[src/rtl/rx_skp_monitor.sv]
// -----------------------------------------------------------------------------
// rx_skp_monitor
// Receive-side SKP ordered set monitor. It parses the descrambled, aligned
// per-lane symbol stream and recognises SKP ordered sets in both encodings:
//   gen=0 : 8b/10b    COM followed by 1..5 SKP symbols
//   gen=1 : 128b/130b block (hdr 01) of 4..20 x 0xAA, 0xE1, then 3 tail symbols
// Each valid SKP OS produces a one-cycle skp_detected pulse with its SKP symbol
// count on skp_len. An illegal SKP OS produces a one-cycle skp_malformed
// pulse. skp_timeout is sticky and sets when the far end has not completed a
// SKP OS within the interval limit for the current gen.
//
// Optional feature macro: SKP_STATS_EN adds a saturating 16-bit count of
// detected SKP OSs on skp_count. Only rst clears it.
//
// Ports
//   clk             clock
//   rst             asynchronous active-low reset
//   gen             1 = high gen (128b/130b), 0 = low gen (8b/10b)
//   rx_valid        symbol qualifier; every other rx_* input is ignored when low
//   rx_data[7:0]    received symbol
//   rx_k            K-character flag (low gen only)
//   rx_block_start  high gen: rx_data is symbol 0 of a block
//   rx_sync_hdr[1:0] high gen sync header, valid with rx_block_start
//   skp_rst         synchronous clear from the LTSSM
//   skp_detected    one-cycle pulse: valid SKP OS completed
//   skp_len[4:0]    SKP symbol count of the completed OS; holds between pulses
//   skp_malformed   one-cycle pulse: SKP OS started but is illegal
//   skp_timeout     sticky: interval limit reached
//   skp_count[15:0] saturating SKP OS count (SKP_STATS_EN only)
// -----------------------------------------------------------------------------
module rx_skp_monitor #(
    parameter int CNT_WIDTH         = 14,
    parameter int GEN1_MAX_INTERVAL = 3076,
    parameter int GEN3_MAX_INTERVAL = 12000
) (
    input  logic       clk,
    input  logic       rst,
    input  logic       gen,
    input  logic       rx_valid,
    input  logic [7:0] rx_data,
    input  logic       rx_k,
    input  logic       rx_block_start,
    input  logic [1:0] rx_sync_hdr,
    input  logic       skp_rst,
    output logic       skp_detected,
    output logic [4:0] skp_len,
    output logic       skp_malformed,
    output logic       skp_timeout
`ifdef SKP_STATS_EN
    ,
    output logic [15:0] skp_count
`endif
);

    localparam logic [7:0] SYM_COM    = 8'hBC;
    localparam logic [7:0] SYM_SKP    = 8'h1C;
    localparam logic [7:0] SYM_G3_SKP = 8'hAA;
    localparam logic [7:0] SYM_G3_END = 8'hE1;
    localparam logic [4:0] G1_MAX_SKP = 5'd5;
    localparam logic [4:0] G3_MAX_SKP = 5'd20;

    typedef enum logic [1:0] {
        IDLE,
        G1_SKP,
        G3_SKP,
        G3_TAIL
    } state_t;

    state_t               r_state;
    logic [4:0]           r_n;        // SKP symbols seen in the current OS
    logic [1:0]           r_tail;     // high-gen tail symbols consumed
    logic [CNT_WIDTH-1:0] r_cnt;      // symbols spent in IDLE since last OS
    logic                 r_det;
    logic [4:0]           r_len;
    logic                 r_mal;
    logic                 r_timeout;

    logic                 w_is_com;
    logic                 w_is_skp;
    logic                 w_g3_start;
    logic                 w_abort;
    logic [CNT_WIDTH-1:0] w_limit;
    logic [CNT_WIDTH:0]   w_cnt_inc;
    logic [4:0]           w_n_inc;

    assign w_is_com   = rx_k && (rx_data == SYM_COM);
    assign w_is_skp   = rx_k && (rx_data == SYM_SKP);
    assign w_g3_start = rx_block_start && (rx_sync_hdr == 2'b01) && (rx_data == SYM_G3_SKP);
    // The state itself records which encoding the open OS belongs to, so a
    // mismatch with the live gen input is exactly a mid-OS mode change.
    assign w_abort    = ((r_state == G1_SKP) && gen) ||
                        (((r_state == G3_SKP) || (r_state == G3_TAIL)) && !gen);
    assign w_limit    = gen ? CNT_WIDTH'(GEN3_MAX_INTERVAL) : CNT_WIDTH'(GEN1_MAX_INTERVAL);
    // One extra bit so the compare against the limit cannot wrap.
    assign w_cnt_inc  = {1'b0, r_cnt} + {{CNT_WIDTH{1'b0}}, 1'b1};
    assign w_n_inc    = r_n + 5'd1;

    // NOTE: state and registered outputs use non-blocking assignments so every
    // right-hand side sees the pre-edge values regardless of statement order.
    always_ff @(posedge clk or negedge rst) begin
        if (!rst) begin
            r_state   <= IDLE;
            r_n       <= '0;
            r_tail    <= '0;
            r_cnt     <= '0;
            r_det     <= 1'b0;
            r_len     <= '0;
            r_mal     <= 1'b0;
            r_timeout <= 1'b0;
        end else begin
            // Pulses default low; only the terminating symbol raises them.
            r_det <= 1'b0;
            r_mal <= 1'b0;

            if (skp_rst) begin
                r_state   <= IDLE;
                r_cnt     <= '0;
                r_timeout <= 1'b0;
            end else if (rx_valid) begin
                if (w_abort) begin
                    r_state <= IDLE;
                end else begin
                    case (r_state)
                        IDLE: begin
                            if (r_cnt < w_limit) r_cnt <= w_cnt_inc[CNT_WIDTH-1:0];
                            if (w_cnt_inc >= {1'b0, w_limit}) r_timeout <= 1'b1;
                            if (!gen && w_is_com) begin
                                r_state <= G1_SKP;
                                r_n     <= '0;
                            end else if (gen && w_g3_start) begin
                                r_state <= G3_SKP;
                                r_n     <= 5'd1;
                            end
                        end

                        G1_SKP: begin
                            if (w_is_skp) begin
                                if (w_n_inc == G1_MAX_SKP) begin
                                    r_det     <= 1'b1;
                                    r_len     <= w_n_inc;
                                    r_cnt     <= '0;
                                    r_timeout <= 1'b0;
                                    r_state   <= IDLE;
                                end else begin
                                    r_n <= w_n_inc;
                                end
                            end else begin
                                // n=0 means COM opened some other ordered set.
                                if (r_n != 5'd0) begin
                                    r_det     <= 1'b1;
                                    r_len     <= r_n;
                                    r_cnt     <= '0;
                                    r_timeout <= 1'b0;
                                end
                                if (w_is_com) r_n     <= '0;
                                else          r_state <= IDLE;
                            end
                        end

                        G3_SKP: begin
                            if (rx_block_start) begin
                                // Truncated OS; the new block is judged as if from IDLE.
                                r_mal <= 1'b1;
                                if (w_g3_start) r_n     <= 5'd1;
                                else            r_state <= IDLE;
                            end else if (rx_data == SYM_G3_SKP) begin
                                if (r_n == G3_MAX_SKP) begin
                                    r_mal   <= 1'b1;
                                    r_state <= IDLE;
                                end else begin
                                    r_n <= w_n_inc;
                                end
                            end else if ((rx_data == SYM_G3_END) && (r_n[1:0] == 2'b00)) begin
                                // n is never 0 here, so a multiple of 4 means 4..20.
                                r_state <= G3_TAIL;
                                r_tail  <= '0;
                            end else begin
                                r_mal   <= 1'b1;
                                r_state <= IDLE;
                            end
                        end

                        G3_TAIL: begin
                            if (rx_block_start) begin
                                r_mal <= 1'b1;
                                if (w_g3_start) begin
                                    r_state <= G3_SKP;
                                    r_n     <= 5'd1;
                                end else begin
                                    r_state <= IDLE;
                                end
                            end else if (r_tail == 2'd2) begin
                                r_det     <= 1'b1;
                                r_len     <= r_n;
                                r_cnt     <= '0;
                                r_timeout <= 1'b0;
                                r_state   <= IDLE;
                            end else begin
                                r_tail <= r_tail + 2'd1;
                            end
                        end

                        default: r_state <= IDLE;
                    endcase
                end
            end
        end
    end

    assign skp_detected  = r_det;
    assign skp_len       = r_len;
    assign skp_malformed = r_mal;
    assign skp_timeout   = r_timeout;

`ifdef SKP_STATS_EN
    logic [15:0] r_skp_count;

    // Counts each detect pulse as it is presented, so it trails by one cycle.
    always_ff @(posedge clk or negedge rst) begin
        if (!rst) begin
            r_skp_count <= '0;
        end else if (r_det && (r_skp_count != 16'hFFFF)) begin
            r_skp_count <= r_skp_count + 16'd1;
        end
    end

    assign skp_count = r_skp_count;
`endif

endmodule

[config.mk]
export PLATFORM = sky130hd
export DESIGN_NAME = rx_skp_monitor
export DESIGN_NICKNAME = d
export VERILOG_FILES = /design/src/rtl/rx_skp_monitor.sv
export SDC_FILE = /design/constraint.sdc
export NUM_CORES = 1
export LEC_CHECK = 0
export ABC_CLOCK_PERIOD_IN_PS = 3360
export BUFFER_PORTS_ARGS = -buffer_cell sky130_fd_sc_hd__clkbuf_2
export CAP_MARGIN = 20
export CORE_AREA = 3 3 72 74
export DETAILED_ROUTE_END_ITERATION = 12
export DIE_AREA = 0 0 75 77
export PLACE_DENSITY_LB_ADDON = 0.08
export SLEW_MARGIN = 15
export SYNTH_ARGS = -nofsm -noshare
export SYNTH_HDL_FRONTEND = slang
export SYNTH_SLANG_ARGS = --single-unit
[constraint.sdc]
create_clock -name clk -period 3.36 [get_ports clk]
set_clock_uncertainty 0.2 [all_clocks]
set_input_delay 0.336 -clock clk [delete_from_list [all_inputs] [get_ports clk]]
set_output_delay 0.336 -clock clk [all_outputs]
set_load 0.01 [all_outputs]
Yosys cells after proc, flatten, opt, wreduce, memory -nomap -nowiden --
Index checks and enable logic that the tools add are counted.
Storage, ports and cells: output and inout port bits 8, bits in registers 31
Operators by class: bitwise operators 2, reduce and logical (&&, ||, !) cells 25, multiplexer cells 79, equality and inequality tests 38, order comparisons 2, add/subtract/negate cells 3
Operator list (number):
- $mux W14 | 10
- $mux W5 | 15
- $mux W2 | 21
- $pmux W14 S3 | 1
- $mux W1 | 25
- $eq A8 B8 Y1 const B | 3
- $reduce_and A8 Y1 | 3
- $ne A3 B3 Y1 const B | 7
- $pmux W5 S4 | 1
- $reduce_and A9 Y1 | 2
- $add A14 B1 Y15 const B | 1
- $ge A15 B14 Y1 | 1
- $ne A5 B5 Y1 const B | 3
- $lt A14 B14 Y1 | 1
- $ne A2 B2 Y1 const B | 6
- $ne A3 B2 Y1 const B | 4
- $ne A5 B4 Y1 const B | 2
- $pmux W5 S2 | 1
- $logic_and A1 B1 Y1 | 9
- $eq A8 B5 Y1 const B | 1
- $ne A4 B3 Y1 const B | 2
- $pmux W2 S4 | 1
- $reduce_and A7 Y1 | 1
- $eq A2 B2 Y1 const B | 3
- 17 further kinds | 25

Logic depth before layout (Yosys ltp) --
depth after elaboration 10, gate-level depth with buffers 11

Least setup slack after synthesis --
No wires, ideal clock.
path kind input -> register, start point in gen, end point reg r_cnt[12], stages 9, slack 0.501 ns, arrival 2.538 ns, library setup time 0.121 ns, data required time 3.039 ns, cell sequence inv_1 -> ha_1 -> a211o_1 -> a2111oi_0 -> a211oi_1 -> a2111oi_4 -> buf_2 -> o21ai_0 -> o2bb2ai_1
Between the ends: cells in the longest elaborated chain, start to end 5
Ends and longest elaborated chain:
- start, declared | line 38 | input logic gen,
- branches (longest 4 deep; another with $lt A14 B14 Y1)
- $reduce_and A8 Y1 (no source line) (*)
- end signal, assigned | line 125 | if (r_cnt < w_limit) r_cnt <= w_cnt_inc[CNT_WIDTH-1:0];
- end, declared | line 72 | logic [CNT_WIDTH-1:0] r_cnt;
Mark *: on every way between the ends. A chain may end at the register's enable or synchronous reset.

Final worst setup path --
start point reg r_cnt[0], end point reg r_timeout, in the netlist skp_timeout
Between the ends: cells in the longest elaborated chain, start to end 4
Ends and longest elaborated chain:
- $add A14 B1 Y15 | line 95 | assign w_cnt_inc = {1'b0, r_cnt} + {{CNT_WIDTH{1'b0}}, 1'b1};
- $ge A15 B14 Y1 | line 126 | if (w_cnt_inc >= {1'b0, w_limit}) r_timeout <= 1'b1;
- $ne A3 B3 Y1 (no source line)
- $reduce_and A8 Y1 (no source line)
- end signal, assigned | line 109 | r_timeout <= 1'b0;
- end signal, assigned | line 126
- end signal, assigned | line 142 | r_timeout <= 1'b0;
- end, declared | line 76 | logic r_timeout;
No other way between the ends.

==> impl_metrics.py <==
metrics = {
    "power": {
        "powerDensity_nw_per_um2": 286,
        "p_sw_share_pct": 30.1,
        "pwr-share-clk_pct": 33.1,
        "p_int_uw": 602,
        "pwr-share-comb_pct": 19.7,
        "pwr-share-seq_pct": 47.2,
        "p_total_uw": 862,
        "ir_drop_uv": 201,
        "power_leakage_uw": 0.00136,
        "p_sw_uw": 260,
    },
    "min_path": {
        "holdPathEnd": "r_state[0]$_DFFE_PN0P_",
        "hp-start": "rx_valid",
        "hold_depth": 2,
        "worstHoldPathType": "input port to flip-flop",
    },
    "timing": {
        "finalCritPeriodShare_pct": 93.9,
        "setup_tns_ns": 0,
        "setup_viol_count_final": 0,
        "fmax_ghz": 0.317,
        "worst_slew_pin_slew_ns": 0.775,
        "timing.hold.ws_ns": 0.171,
        "setup_ws_ns": 0.204,
        "final_max_slew_viol_count": 0,
        "post-route-min-period_ns": 3.16,
        "finalHoldViolations": 0,
        "max_slew_margin_pct": 48.4,
        "rsz0062_at_grt": "no",
    },
    "routing": {
        "drc": 0,
        "routedWlPerCell_um": 16.2,
        "antenna_left": 0,
        "drt_iter0_drc": 264,
        "routed_wl_um": 6540,
        "vias": 2534,
        "firstDrtPassIters": 5,
        "viasPerCell": 6.26,
    },
    "yosys": {
        "async_flop_share_pct": 100,
        "syn_nets": 357,
        "synth-edff-count": 0,
        "synth_cell_types": 65,
        "synth_warnings": 0,
        "syn_area_sq_um": 2700,
        "synth_top_area_share_pct": 28.7,
        "yosys.area.top_type": "dfrtp_1",
        "postSynthAreaPerCell_sq_um": 8.44,
        "synth.area.top_cells": "dfrtp_1 29%, ha_1 9.3%, nand2_1 4.2%, o21ai_0 3.7%, xnor2_1 2.9%",
        "synthCells": 320,
        "synth-seq-cells": 31,
        "synth-seq-area-share_pct": 28.7,
        "ys.flop_type": "dfrtp_1",
    },
    "global_routing": {
        "grt_first_pass_wirelength_um": 11400,
        "grt_overflow": 0,
        "grt_pass1_vias": 2386,
        "grt_max_degree": 32,
        "antenna_found_initial": 0,
        "gr-usage-all-layers_pct": 24.9,
    },
    "clock_tree": {
        "root_buffer": "clkbuf_8",
        "numCtsBuffers": 5,
        "postCtsResizedCells": 0,
        "clk_pin_slew_worst_paths_ns": 0.07,
        "cts_tree": "done",
        "cts_buffer_depth": 2,
        "clkSinkCount": 31,
        "clkLatencyLatePin_ns": 0.29,
        "h-tree-depth": 2,
    },
    "critical_path": {
        "crit_path_start": "r_cnt[0]$_DFFE_PN0P_",
        "worstPathRequired_ns": 3.33,
        "cp_data_arrival_time_ns": 3.13,
        "startpoint_type": "flip-flop",
        "r2r-start": "r_cnt[0]$_DFFE_PN0P_",
        "reg2reg_depth": 10,
        "crit_path_end_kind": "flip-flop",
        "rr_endpoint": "skp_timeout$_DFFE_PN0P_",
        "critPathMaxFanout": 6,
        "r2r_slack_ns": 0.20,
        "critical_path_class": "flip-flop to flip-flop",
    },
    "place": {
        "place_congestion": 0.885,
        "placed_cells": 396,
        "post-place-ws_ns": 0.267,
        "io_buffers": 24,
        "detailed_place_hpwl_um": 4900,
    },
    "run": {
        "maxCapViolations": 0,
    },
    "status": {
        "status": "finished clean",
    },
    "floorplan": {
        "dieArea_sq_um": 5780,
        "start_util_pct": 58.0,
        "rows": 25,
        "die_w_um": 75,
        "pin_count": 25,
        "coreArea_sq_um": 4660,
        "die_height_um": 77,
    },
    "layout": {
        "diodes": 0,
        "layout-drive-gt1-share_pct": 17.7,
        "final_nets": 387,
        "final_common_cell": "dfrtp_1",
        "area_delta_synth_final_pct": 11.4,
        "final_cell_mix": "31 x dfrtp_1, 30 x nand2_1, 24 x clkbuf_2",
        "finalNonFillerCells": 405,
    },
}
## sequential cells by signal (all words and copies together) (netlist names)
name	count
r_n	5
r_cnt	14
skp_len	5
r_tail	2
r_state	2
skp_timeout	1
skp_malformed	1
skp_detected	1
## per-layer routing
metal  part of all wire [%]  routed length (um)  GRT usage (%)  vias to the layer above
met5                      0                   0              0                        -
met4                    1.1                  71           5.52                        0
met3                    4.3                 279           4.19                        9
met2                     46                3000           37.2                       76
met1                     49                3190           37.2                     1190
li1                       -                   -              -                     1259
## worst max-delay path by stage
stage	to
after global placement	skp_timeout$_DFFE_PN0P_
after global routing	skp_timeout$_DFFE_PN0P_
after detailed placement	skp_timeout$_DFFE_PN0P_
after floorplan	r_cnt[12]$_DFFE_PN0P_
after CTS	skp_timeout$_DFFE_PN0P_
final	skp_timeout$_DFFE_PN0P_
## Yosys cell counts, types with 3 or more instances
master / n
nor3_1: 6
nand3_1: 15
a21boi_0: 4
a211oi_1: 5
inv_1: 17
and4_1: 4
nor2_1: 19
dfrtp_1: 31
o21ai_0: 20
ha_1: 20
a31oi_1: 5
or2_2: 4
nand2b_1: 9
buf_2: 5
nand2_1: 30
nand4_1: 8
a21oi_1: 15
mux2_2: 6
nor4_1: 3
a21o_1: 3
nand3b_1: 3
nor2b_1: 7
a22oi_1: 3
clkbuf_1: 8
xnor2_1: 9
and3_1: 4
o211ai_1: 5
## per-stage QoR
stage / utilization (%) / area, sq um
after CTS: 64.6 / 3010
final: 64.6 / 3010
after floorplan: - / 2700
after detailed placement: 62.6 / 2920
after global routing: 64.6 / 3010
after global placement: 62.6 / 2920
## worst max-delay path: stages, from the launching register on
cell and delay [ns]:
dfrtp_1 0.42, ha_1 0.31, and4_1 0.33, nand2_1 0.09, xnor2_1 0.20, ha_1 0.28
a221oi_1 0.27, o211ai_1 0.15, a221oi_1 0.36, o21ai_0 0.12, a311o_1 0.32
## logic make-up after synthesis
group	share of synthesized area [%]
muxes	3.24
and+or+nand+nor	26.7
AOI/OAI and AO/OA	23.5
adders and majority gates	9.26
buffers and inverters	4.96
xor gates and xnor gates	3.57
DFF	28.7
## timing repair
action | CTS | global route
hold endpoints to repair | 31 | 0
hold buffers | 1 | 0
setup buffers | 0 | 0
## area by class of cell
type	count	area, sq um
inverters	17	63.8
well taps	54	67.6
clock inverters	3	15.0
multi-input cells	257	1790
fillers	430	1650
clock buffers	5	68.8
flip-flops and latches	31	776
repair buffers	38	228
## power by group through the flow
stage | Clock, uW | Combinational [uW] | Sequential [uW]
after floorplan | 0 | 111 | 411
final | 285 | 170 | 407
after CTS | 298 | 170 | 407
after detailed placement | 0 | 168 | 414
after global placement | 0 | 164 | 413
after global routing | 322 | 192 | 410
Note: power is estimated with default switching activity, not from simulation.
